### src/rtl/bcd_convert_scheduler.sv
// Round-robin scheduler sharing one sequential binary-to-BCD converter among NUM_REQ requesters.
// Optional per-requester result cache: define BCD_SCHED_CACHE_EN.
module bcd_convert_scheduler #(
  parameter int NUM_REQ = 4,
  parameter int TIMEOUT = 32
) (
  input  logic                  clk,
  input  logic                  rst,
  input  logic [NUM_REQ-1:0]    req_valid,
  input  logic [NUM_REQ*14-1:0] req_bin,
  output logic [NUM_REQ-1:0]    req_ready,
  output logic [NUM_REQ-1:0]    resp_valid,
  output logic [15:0]           resp_bcd,
  output logic                  resp_ovf,
  output logic                  resp_err,
  output logic                  conv_start,
  output logic [13:0]           conv_bin,
  input  logic                  conv_done,
  input  logic [15:0]           conv_bcd
);

  localparam int PTR_W = (NUM_REQ > 1) ? $clog2(NUM_REQ) : 1;
  localparam int CNT_W = $clog2(TIMEOUT + 1);

`ifdef BCD_SCHED_CACHE_EN
  typedef enum logic [2:0] {IDLE = 3'd0, START = 3'd1, WAIT = 3'd2, RESP = 3'd3, HIT = 3'd4} state_t;
`else
  typedef enum logic [2:0] {IDLE = 3'd0, START = 3'd1, WAIT = 3'd2, RESP = 3'd3} state_t;
`endif

  function automatic logic [13:0] sat_bin(input logic [13:0] v);
    return (v > 14'd9999) ? 14'd9999 : v;
  endfunction

  function automatic logic is_ovf(input logic [13:0] v);
    return v > 14'd9999;
  endfunction

  function automatic logic [NUM_REQ-1:0] onehot(input logic [PTR_W-1:0] g);
    return NUM_REQ'(1) << g;
  endfunction

  state_t             state, state_n;
  logic [PTR_W-1:0]   rr_ptr, rr_ptr_n, gnt, gnt_n, arb_idx;
  logic               found;
  logic [13:0]        operand, operand_n, arb_raw, arb_op;
  logic               ovf, ovf_n;
  logic [CNT_W-1:0]   cnt, cnt_n;
  logic [NUM_REQ-1:0] req_ready_n, resp_valid_n;
  logic [15:0]        resp_bcd_n;
  logic               resp_ovf_n, resp_err_n, conv_start_n;
  logic [13:0]        conv_bin_n;

  // Arbitration: first pending requester at or after rr_ptr, wrapping.
  always_comb begin
    found   = 1'b0;
    arb_idx = '0;
    for (int i = 0; i < NUM_REQ; i++) begin
      if (!found && req_valid[(int'(rr_ptr) + i) % NUM_REQ]) begin
        found   = 1'b1;
        arb_idx = PTR_W'((int'(rr_ptr) + i) % NUM_REQ);
      end
    end
  end

  assign arb_raw = req_bin[int'(arb_idx)*14 +: 14];
  assign arb_op  = sat_bin(arb_raw);

`ifdef BCD_SCHED_CACHE_EN
  logic [NUM_REQ-1:0] cache_vld;
  logic [13:0]        cache_op  [NUM_REQ];
  logic [15:0]        cache_bcd [NUM_REQ];
  logic               cache_we, cache_hit;

  assign cache_hit = cache_vld[arb_idx] && (cache_op[arb_idx] == arb_op);

  always_ff @(posedge clk) begin
    if (rst) begin
      cache_vld <= '0;
    end else if (cache_we) begin
      cache_vld[gnt] <= 1'b1;
    end
  end

  always_ff @(posedge clk) begin
    if (cache_we) begin
      cache_op[gnt]  <= operand;
      cache_bcd[gnt] <= conv_bcd;
    end
  end
`endif

  // Outputs are computed one cycle ahead so they are registered alongside the state they belong to.
  always_comb begin
    state_n      = state;
    rr_ptr_n     = rr_ptr;
    gnt_n        = gnt;
    operand_n    = operand;
    ovf_n        = ovf;
    cnt_n        = cnt;
    req_ready_n  = '0;
    resp_valid_n = '0;
    conv_start_n = 1'b0;
    conv_bin_n   = conv_bin;
    resp_bcd_n   = resp_bcd;
    resp_ovf_n   = resp_ovf;
    resp_err_n   = resp_err;
`ifdef BCD_SCHED_CACHE_EN
    cache_we     = 1'b0;
`endif
    case (state)
      IDLE: begin
        if (found) begin
          gnt_n       = arb_idx;
          operand_n   = arb_op;
          ovf_n       = is_ovf(arb_raw);
          req_ready_n = onehot(arb_idx);
`ifdef BCD_SCHED_CACHE_EN
          if (cache_hit) begin
            state_n = HIT;
          end else begin
            state_n      = START;
            conv_start_n = 1'b1;
            conv_bin_n   = arb_op;
          end
`else
          state_n      = START;
          conv_start_n = 1'b1;
          conv_bin_n   = arb_op;
`endif
        end
      end
      START: begin
        cnt_n   = '0;
        state_n = WAIT;
      end
      WAIT: begin
        if (conv_done) begin
          resp_valid_n = onehot(gnt);
          resp_bcd_n   = conv_bcd;
          resp_ovf_n   = ovf;
          resp_err_n   = 1'b0;
          state_n      = RESP;
`ifdef BCD_SCHED_CACHE_EN
          cache_we     = 1'b1;
`endif
        end else if (cnt == CNT_W'(TIMEOUT - 1)) begin
          resp_valid_n = onehot(gnt);
          resp_bcd_n   = 16'h0000;
          resp_ovf_n   = ovf;
          resp_err_n   = 1'b1;
          state_n      = RESP;
        end else begin
          cnt_n = cnt + 1'b1;
        end
      end
      RESP: begin
        rr_ptr_n = PTR_W'((int'(gnt) + 1) % NUM_REQ);
        state_n  = IDLE;
      end
`ifdef BCD_SCHED_CACHE_EN
      HIT: begin
        resp_valid_n = onehot(gnt);
        resp_bcd_n   = cache_bcd[gnt];
        resp_ovf_n   = ovf;
        resp_err_n   = 1'b0;
        state_n      = RESP;
      end
`endif
      default: state_n = IDLE;
    endcase
  end

  always_ff @(posedge clk) begin
    if (rst) begin
      state      <= IDLE;
      rr_ptr     <= '0;
      gnt        <= '0;
      ovf        <= 1'b0;
      cnt        <= '0;
      req_ready  <= '0;
      resp_valid <= '0;
      resp_bcd   <= '0;
      resp_ovf   <= 1'b0;
      resp_err   <= 1'b0;
      conv_start <= 1'b0;
      conv_bin   <= '0;
    end else begin
      state      <= state_n;
      rr_ptr     <= rr_ptr_n;
      gnt        <= gnt_n;
      ovf        <= ovf_n;
      cnt        <= cnt_n;
      req_ready  <= req_ready_n;
      resp_valid <= resp_valid_n;
      resp_bcd   <= resp_bcd_n;
      resp_ovf   <= resp_ovf_n;
      resp_err   <= resp_err_n;
      conv_start <= conv_start_n;
      conv_bin   <= conv_bin_n;
    end
  end

  always_ff @(posedge clk) begin
    operand <= operand_n;
  end

endmodule
### config.mk
export PLATFORM = sky130hd
export DESIGN_NAME = bcd_convert_scheduler
export DESIGN_NICKNAME = d
export VERILOG_FILES = /design/src/rtl/bcd_convert_scheduler.sv
export SDC_FILE = /design/constraint.sdc
export NUM_CORES = 1
export LEC_CHECK = 0
export ABC_AREA = 1
export CORE_MARGIN = 3
export CORE_UTILIZATION = 39
export CTS_CLUSTER_SIZE = 12
export DETAILED_ROUTE_END_ITERATION = 7
export MAX_ROUTING_LAYER = met4
export PLACE_DENSITY = 0.76
export SLEW_MARGIN = 10
export SYNTH_ARGS = -nofsm -noshare
export SYNTH_HDL_FRONTEND = slang
export SYNTH_SLANG_ARGS = --single-unit
### constraint.sdc
create_clock -name clk -period 2.1 [get_ports clk]
set_input_delay 0.315 -clock clk [delete_from_list [all_inputs] [get_ports clk]]
set_output_delay 0.315 -clock clk [all_outputs]
set_load 0.02 [all_outputs]
==> flow_summary.ini <==
[layout]
drive_above_1_share_pct = 22.48
final_nets = 692
ff_latch_area_um2 = 1086
design_area_um2 = 4977
multi_input_area_um2 = 1802
area_growth_pct = 68.63
nFillCells = 593
n_antenna_cell = 0

[global_routing]
grt_util_met3_pct = 4.183
gr-usage-met2_pct = 36.77
grt_usage_pct = 20.72
grt_pass1_vias = 3343
grt_max_degree = 29
grt_pass1_wl_um = 14560
use_met1_pct = 23.10
grt-busiest-layer = met2
antenna_found_initial = 0
grt_overflow_total = 0

[floorplanning]
die_x_um = 93.00
core_um2 = 7292
dieArea_um2 = 8648
ios = 120
fp.dieH_um = 93.00
std_cell_rows = 31
start_util_pct = 40.48

[timing]
fin_setup_tns_ps = -3115
rsz0062_at_grt = yes
period_needed_ps = 2338
hold_viol_final = 0
skew_ps = 7.952
worst_pin_slew_ps = 442.8
finalMaxSlewViolations = 0
fin_ws_ps = -237.8
fmax_mhz = 427.8
slew_headroom_pct = 70.30
finalCritPeriodShare_pct = 111.3
setup_viol_count_final = 14

[clock_tree]
cts_made_buffers = 5
clock_path_buffers = 2
cts_hold_buf = 0
cts.sinks = 54
clk_pin_slew_ps = 100
clk_latency_ps = 310
htree_num_levels = 2
cts_tree = done
root_buffer = clkbuf_8

[route]
vias_per_cell = 4.875
avgRoutedWirePerCell_um = 12.70
drtPass1Iterations = 4
ant_nets = 0
num_vias = 3432
drc = 0
routed_wirelength_um = 8940
drt_iter0_markers = 121

[hold_path]
holdPathStages = 2
min_path_type = register to register
hold_path_end = resp_bcd[12]
min-delay-start = resp_bcd[12]

[critical_path]
crit_path_end_kind = register
reg2reg_to = ovf
cp.required_ps = 2300
timing.critical_path.buf_inv = 4
critPathMaxFanout = 7
crit_chain = clkdlybuf4s50_1 > inv_1 > nand2_2 > nand3_4 > nand2_2 > nor2_4 > nand3_4 > nand3_4 > buf_6 > nand2_1 > nand3_2 > nand2_2 > nor2_1 > nand2_1 > nand2_1 > nand2_2 > nand2_4 > buf_4 > nor2_1
r2r_slack_ps = -230
worstPathArrival_ps = 2540
rr_startpoint = rr_ptr[0]
cp_slowest_cell = clkdlybuf4s50_1
r2r_cells = 18
cp_slowest_stage_delay_ps = 410
start_kind = input port
crit_family = simple AND/OR/NAND/NOR gates
cpMostUsedCell = nand2_2
crit_type = input port to register

[power_and_ir_drop]
ir_worst_vdd_mv = 0.7808
p_per_area_nw_per_um2 = 1130
power.leakage_nw = 2.181

[yosys]
async_flop_share_pct = 0
ys_warn_count = 0
synth_cell_types = 32
synthTopCellsByArea = dfxtp_1, nand2_1, a21oi_1, inv_1, nand3_1
yosysMostFrequentCell = nand2_1
yosys.area.top_type = dfxtp_1
syn_area_um2 = 2952
ys_ff_latch = 54
yosys.area.top_type_share_pct = 36.63
synth_nets = 533
synth-edff-count = 0
syn_inst = 445
ys_seq_area_share_pct = 36.63
syn_area_per_cell_um2 = 6.633
synthTopCellsByCount = nand2_1, dfxtp_1, inv_1, a21oi_1
synth_ff_type = dfxtp_1

[status]
failed_checks = setup timing
outcome = finished with violations

[placement]
dpl-instance-area_um2 = 4412
io_buffers = 119
gp_congestion = 0.8966
hpwl_um = 6368

[run]
drv_cap = 0
[power by group]
part           total (mW)  internal, mW  switching [mW]
combinational        3.61          1.68            1.93
clock               0.598         0.266           0.332
sequential           1.42          1.27           0.150
total                5.63          3.21            2.41
[stage by stage]
step           std cells  power (mW)  setup slack, ps  utilization, %  hold WS, ps
2_1_floorplan        445       3.120            54.82               -        464.0
3_3_place_gp         676       4.228           -525.2           60.50        447.2
3_5_place_dp         676       4.292           -621.9           60.50        451.2
4_1_cts              700       5.353           -134.0           65.87        466.2
5_1_grt              704       6.022           -384.6           68.26        496.9
6_report             704       5.626           -237.8           68.26        465.8
[layout make-up]
| class | instances | area share (%) |
|---|---|---|
| Multi-Input combinational cell | 314 | 36.20 |
| Timing Repair inverter | 1 | 0.1257 |
| Inverter | 59 | 4.751 |
| Clock inverter | 2 | 0.2514 |
| Sequential cell | 54 | 21.82 |
| Timing Repair Buffer | 169 | 32.70 |
| Tap cell | 99 | 2.489 |
| Clock buffer | 6 | 1.659 |
[metal layers]
layer	vias up	part of all wire [%]
li1	1738	-
met1	1559	41
met2	117	51
met3	18	5.7
met4	0	2.1
met5	-	0
[worst reg2reg max path, stage by stage, from the launching register on]
cell	delay, ps
dfxtp_4	420
buf_6	130
nand2_4	60
nand3_4	70
nand2_2	80
nor2_4	200
nand3_4	130
nand3_4	150
buf_6	130
nand2_1	60
nand3_2	80
nand2_2	60
nor2_1	120
nand2_1	90
nand2_1	100
nand2_2	90
nand2_4	120
buf_4	120
nor2_1	30
[timing repair]
action | in CTS | in global routing
cloned | 3 | 1
gates resized for setup | 44 | 42
buffers inserted | 13 | 3
pin swaps | 25 | 21
setup endpoints to repair | 18 | 27
[placed cells by master (no fill, tap or decap), types with 2 or more instances in the layout]
| cell | n |
|---|---|
| a21oi_1 | 40 |
| a21oi_2 | 5 |
| a32o_1 | 4 |
| buf_4 | 41 |
| buf_6 | 7 |
| clkbuf_8 | 6 |
| clkdlybuf4s50_1 | 118 |
| dfxtp_1 | 52 |
| ha_1 | 9 |
| inv_1 | 51 |
| inv_2 | 5 |
| inv_8 | 2 |
| nand2_1 | 117 |
| nand2_2 | 32 |
| nand2_4 | 7 |
| nand3_1 | 13 |
| nand3_2 | 10 |
| nand3_4 | 7 |
| nand4_1 | 12 |
| nor2_1 | 22 |
| nor2_2 | 3 |
| nor2_4 | 2 |
| o211ai_1 | 3 |
| o21ai_0 | 15 |
| o21ai_1 | 4 |
| xor2_1 | 2 |
[worst max path at each step]
stage / startpoint / endpoint / slack, ps / depth (start not counted)
after floorplan: rr_ptr[0] / conv_bin[11] / 50 / 19
after global placement: req_valid[3] / ovf / -530 / 19
after detailed placement: req_valid[3] / ovf / -620 / 21
after CTS: rr_ptr[0] / ovf / -130 / 19
after global routing: rr_ptr[0] / conv_bin[4] / -380 / 20
final: req_valid[2] / ovf / -240 / 19
[logic make-up (layout without fill, tap and decap cells)]
kind of cell             Yosys count  after routing  share of synthesized area [%]
flip-flops                        54             54                          36.63
AND/OR/NAND/NOR                  227            229                          33.62
adder cells (fa/ha/maj)            9              9                          3.815
AO/OA/AOI/OAI                     74             74                          13.95
buffers and inverters             79            237                          11.40
XOR/XNOR                           2              2                         0.5936
[state kept, by name, summed over array words and instances, names as in the netlist, 2 cells and up]
name        count
state           2
rr_ptr          2
req_ready       4
resp_valid      4
cnt             6
conv_bin       14
gnt             2
resp_bcd       16
Power figures use the tool's default switching activity.
